===== config.mk =====
export PLATFORM = sky130hd
export DESIGN_NAME = reg_file_mp
export DESIGN_NICKNAME = d
export VERILOG_FILES = /design/src/rtl/reg_file_mp.sv
export SDC_FILE = /design/constraint.sdc
export NUM_CORES = 2
export LEC_CHECK = 0
export CORE_MARGIN = 8
export CORE_UTILIZATION = 30
export CTS_CLUSTER_SIZE = 14
export DETAILED_ROUTE_END_ITERATION = 6
export GPL_TIMING_DRIVEN = 0
export HOLD_SLACK_MARGIN = 0.15
export PLACE_DENSITY = 0.44
export SLEW_MARGIN = 40
export SYNTH_ARGS = -nofsm -noshare
export SYNTH_HDL_FRONTEND = slang
export SYNTH_SLANG_ARGS = --single-unit

===== constraint.sdc =====
create_clock -name clk -period 4 [get_ports clk]
set_input_delay 0.4 -clock clk [delete_from_list [all_inputs] [get_ports clk]]
set_output_delay 0.4 -clock clk [all_outputs]
set_load 0.005 [all_outputs]

===== src/rtl/reg_file_mp.sv =====
// reg_file_mp: multi-port register file with dual writeback, optional bypass and pending scoreboard
module reg_file_mp #(
  parameter int XLEN = 32,
  parameter int NREG = 32,
  parameter int NRD = 2,
  parameter int BYPASS = 1,
  parameter int ZERO_REG = 1,
  localparam int AW = $clog2(NREG)
) (
  input  logic              clk,
  input  logic              rst,
  input  logic [NRD*AW-1:0]   RdAddr,
  output logic [NRD*XLEN-1:0] RdData,
  output logic [NRD-1:0]      RdBusy,
  input  logic              WrEn0,
  input  logic [AW-1:0]     WrAddr0,
  input  logic [XLEN-1:0]   WrData0,
  input  logic              WrEn1,
  input  logic [AW-1:0]     WrAddr1,
  input  logic [XLEN-1:0]   WrData1,
  input  logic              Alloc,
  input  logic [AW-1:0]     AllocAddr
);
  logic [XLEN-1:0] r_regs [NREG];
  logic [NREG-1:0] r_pend;
  logic [NREG-1:0] w_pend_nxt;
  logic w_we0, w_we1, w_al;
  function automatic logic is_legal(input logic [AW-1:0] a);
    return (int'(a) < NREG) && !((ZERO_REG != 0) && (a == '0));
  endfunction
  assign w_we0 = WrEn0 && is_legal(WrAddr0);
  assign w_we1 = WrEn1 && is_legal(WrAddr1);
  assign w_al = Alloc && is_legal(AllocAddr);
  // writes clear pending, a same-cycle alloc re-sets it for the new producer
  always_comb begin
    w_pend_nxt = r_pend;
    if (w_we0) w_pend_nxt[WrAddr0] = 1'b0;
    if (w_we1) w_pend_nxt[WrAddr1] = 1'b0;
    if (w_al) w_pend_nxt[AllocAddr] = 1'b1;
  end
  // register array and scoreboard update; port 1 is written last so it wins a conflict
  always_ff @(posedge clk) begin
    if (rst) begin
      for (int j = 0; j < NREG; j++) r_regs[j] <= '0;
      r_pend <= '0;
    end else begin
      if (w_we0) r_regs[WrAddr0] <= WrData0;
      if (w_we1) r_regs[WrAddr1] <= WrData1;
      r_pend <= w_pend_nxt;
    end
  end
  for (genvar i = 0; i < NRD; i++) begin : g_rd
    logic [AW-1:0] w_a;
    logic w_ok, w_b0, w_b1;
    assign w_a = RdAddr[i*AW +: AW];
    assign w_ok = is_legal(w_a);
    assign w_b0 = (BYPASS != 0) && w_we0 && (WrAddr0 == w_a);
    assign w_b1 = (BYPASS != 0) && w_we1 && (WrAddr1 == w_a);
    assign RdData[i*XLEN +: XLEN] = !w_ok ? '0 : w_b1 ? WrData1 : w_b0 ? WrData0 : r_regs[w_a];
    assign RdBusy[i] = w_ok && !w_b0 && !w_b1 && r_pend[w_a];
  end
endmodule


; ---- Word level (Yosys, flattened, before mapping)
; Memory sizes are Yosys's and may differ from the RTL's.
; Index checks and enable logic that the tools add are counted.
[op_classes]
eq_ne = 4
order_cmp = 8
mux = 33
reduce_logical = 32
n_bitwise = 5
[op_table]
columns = operator, count
row1 = $mux W32, 11
row2 = $and A32 B32 Y32, 2
row3 = $not A32 Y32, 2
row4 = $reduce_or A32 Y1, 2
row5 = $or A32 B32 Y32, 1
row6 = $lt A5 B6 Y1 const B, 5
row7 = $logic_not A5 Y1, 5
row8 = $eq A5 B5 Y1, 4
row9 = $logic_and A1 B1 Y1, 16
row10 = $demux W1 S5, 3
row11 = $ge A5 B1 Y1 const B, 3
row12 = $mux W1, 15
row13 = $bmux W1 S5, 2
row14 = $mux W5, 2
row15 = $logic_not A1 Y1, 9
[word_totals]
mem_bits_rw = 1024
reg_bits = 32
memories = 1
in_bits = 94
word_cells = 84
[memory_table]
columns = name, depth, width, read_ports, rd_ports_with_merged_regs, write_ports, line_no
row1 = r_regs, 32, 32, 2, 0, 32, 24  ; logic [XLEN-1:0] r_regs [NREG];

; ---- Depth between registers and ports, before layout
[depth]
depth_word = 11
depth_mapped = 9

; ---- Least setup slack after synthesis
; Ideal clock, no wire load.
[synth_path]
kind = input-to-reg
from = input WrAddr0[2]
to = memory r_regs[10][0] (enable)
t_arrival_ns = 3.201
cell_stages = 4
n_path_buf = 1
required_ns = 3.533
slack_ns = 0.332
setup_time_ns = 0.467
cell_sequence = buf_2 nor2_1 nand3_1 o21ai_0
[synth_lines]
columns = element, line_no
row1 = from (decl), 16  ; input logic [AW-1:0] WrAddr0,
row2 = to (decl), 24

; ---- Final worst setup path
[layout_path]
from = input RdAddr[2]
to = output RdData[24]
[layout_between]
elab_chain_cells = 5
[layout_lines]
columns = element, line_no
row1 = from (decl), 12  ; input logic [NRD*AW-1:0] RdAddr,
row2 = "parallel branches: the longest is 4 deep, another holds $mem_v2 Z32 W32", n/a
row3 = $mux W32 (*), 59  ; assign RdData[i*XLEN +: XLEN] = !w_ok ? '0 : w_b1 ? WrData1 : w_b0 ? WrData0 : r_regs[w_a];
row4 = to (decl), 13  ; output logic [NRD*XLEN-1:0] RdData,
; Mark *: on every way between the ends.

==> flow_summary.yaml <==
synthesis:
  syn-cell-area_um2: 62250
  synth_cell_types: 58
  syn_inst: 4592
  yosys.area.top_type: "edfxtp_1"
  yosysWarnings: 0
  synthTopCellsByArea: "edfxtp_1 49%, a22o_1 15%, mux4_2 12%"
  synth-edff-count: 1024
  async_flop_share_pct: 0
  synth_top_area_share_pct: 49.40
  ys_ff_latch: 1056
  ys.flop_type: "edfxtp_1"
  synth_common_cells: "1054 x a22o_1, 1024 x edfxtp_1, 477 x clkbuf_1"
  avgSynthCellArea_um2: 13.56
  synth.most_common_cell: "a22o_1"
  ys_seq_area_share_pct: 50.43
timing:
  fin_crit_ns: 4.050
  fmax_ghz: 0.2469
  setup_viol: 7
  hold_viol_final: 0
  slew_headroom_pct: 31.44
  whs_ns: 0.1787
  setup_slack_ns: -0.04999
  slew_viol_final: 0
  period_share_pct: 101.2
  fin_skew_ns: 0
  finalSetupTns_ns: -0.1640
  worst_slew_pin_slew_ns: 1.023
layout:
  nets: 5199
  final.fill_count: 19790
  layout.area.seq_um2: 31390
  multi_input_area_um2: 29040
  drive_above_1_share_pct: 26.55
  fin_util_pct: 36.75
  area_growth_pct: 21.99
cts:
  tritoncts: "built"
  numClockSinks: 1056
  worstSkewPairLatency_ns: 0.82
  clkTransAtPathRegs_ns: 0.06
  root_buffer: "clkbuf_16"
  cts_buffers: 134
  clockBufferDepth: 3
  h-tree-depth: 4
grt:
  grt_pass1_vias: 51680
  gr-usage-all-layers_pct: 31.35
  grt_max_degree: 22
  antenna_found_initial: 36
  grt_overflow_total: 0
  grt_pass1_wl_um: 474700
routing:
  drtPass1Iterations: 6
  vias: 53510
  postRouteWirelength_um: 364900
  postRouteAntennaNets: 0
  wl_per_cell_um: 45.99
  vias_per_cell: 6.743
  drt_iter0_drc: 8094
  drc: 0
critical_path:
  r2r-end: "r_pend[3]"
  endpoint_kind: "output port"
  crit_arrival_ns: 3.65
  cp-startpoint: "RdAddr[2]"
  start_kind: "input port"
  crit_slowest_cell: "clkdlybuf4s50_1"
  timing.rr.start: "r_pend[3]"
  crit_path_max_fanout: 10
  ff2ff_path_depth: 2
  ff2ff_setup_slack_ns: 3.13
  crit_type: "in2out"
  path_cells: "clkdlybuf4s50_1 -> buf_6 -> buf_4 -> clkbuf_8 -> clkbuf_4 -> a31oi_1 -> a22o_1 -> o221ai_2 -> clkdlybuf4s50_1"
  worst_ep_required_time_ns: 3.60
  crit_buf_inv: 6
  critPathTopFamily: "buffers and inverters"
  crit_top_cell: "clkdlybuf4s50_1"
  slowest_delay_ns: 0.58
run_status:
  status: "finished with violations"
  violations: "setup timing"
floorplanning:
  io_pins: 160
  fp.dieW_um: 471.5
  die_height_um: 471.5
  start_util_pct: 30.12
  core_area_um2: 206700
  rows: 167
  dieArea_um2: 222300
worst_hold_path:
  worstHoldStart: "WrData1[21]"
  min_path_type: "in2reg"
  hold_path_end: "r_regs[28][21]"
  holdPathStages: 2
pwr:
  powerDensity_nw_per_um2: 402.7
  ir_drop_v: 0.0004400
  cellLeakagePower_uw: 0.02638
placed_design:
  gp_congestion: 0.9730
  portBuffers: 120
  hpwl_um: 273800
flow_run:
  cap_violations: 0
==> placed cells by master, fill, tap and decap left out, drive strengths merged, types with 62 or more instances in the layout <==
cell type	instances
clkdlybuf4s50	112
mux2i	380
mux2	90
a21oi	77
a22o	1054
edfxtp	1024
mux4	326
a221oi	62
o21ai	86
nand2	169
a31oi	62
buf	432
o221ai	215
nor2	62
clkbuf	647
==> power by group <==
group          internal (uW)  switching [uW]
clock network           6820            5340
logic                   1930            3320
registers              12800             345
total                  21600            9010
==> logic make-up (layout without fill, tap and decap cells) <==
group / count (synthesis) / count (layout) / share of synthesized area (%)
XOR/XNOR: 20 / 20 / 0.2814
buffers and inverters: 745 / 1331 / 5.096
multiplexers: 796 / 796 / 19.53
AO/OA/AOI/OAI: 1591 / 1591 / 21.68
AND/OR/NAND/NOR: 383 / 383 / 2.975
other: 1 / 54 / 0.006024
flip-flops: 1056 / 1056 / 50.43
==> metrics by stage <==
step                cell area (um^2)  setup WS (ns)  std cells  total power, uW
floorplan                      62360         0.3320       4623            15760
global placement               66950         -5.602       7447            18030
detailed placement             70440        -0.9215       7651            18280
CTS                            75580       0.003921       7910            30350
global route                   75890       -0.03614       7917            31070
finish                         75940       -0.04999       7935            30580
==> state kept, by name, summed over array words and instances (netlist names) <==
register	cells
r_regs	1024
r_pend	32
==> layout make-up <==
class | count | share of cell area [%]
sequential | 1056 | 41.34
tap | 2704 | 4.455
clock inverter | 70 | 0.9079
antenna | 22 | 0.07250
inverter | 50 | 0.2504
clock buffer | 170 | 4.650
timing repair buffer | 349 | 5.228
multi-input combinational | 2822 | 38.25
buffer | 692 | 4.852
==> worst max path at each step <==
stage | endpoint | slack [ns] | depth (start not counted)
5_1_grt | RdData[3] | -0.04 | 11
4_1_cts | RdData[53] | 0.004 | 9
6_report | RdData[24] | -0.05 | 9
3_3_place_gp | r_pend[10] | -5.60 | 6
3_5_place_dp | RdData[63] | -0.92 | 11
2_1_floorplan | r_regs[10][0] | 0.33 | 4
==> per-layer routing <==
layer,global-route usage (%),wire length (um),vias up
met1,38.45,138600,28000
met4,17.13,24350,17
met3,12.70,45070,1108
li1,-,-,20230
met5,0.7137,398,-
met2,46.93,156500,4154
==> what timing repair did <==
item,CTS,global route
hold endpoints to repair,37,0
pin swaps,3,2
hold buffers,13,0
buffers inserted,9,1
resized for setup,262,43
endpoints found under the setup margin,66,47
Note: power is estimated with default switching activity, not from simulation.
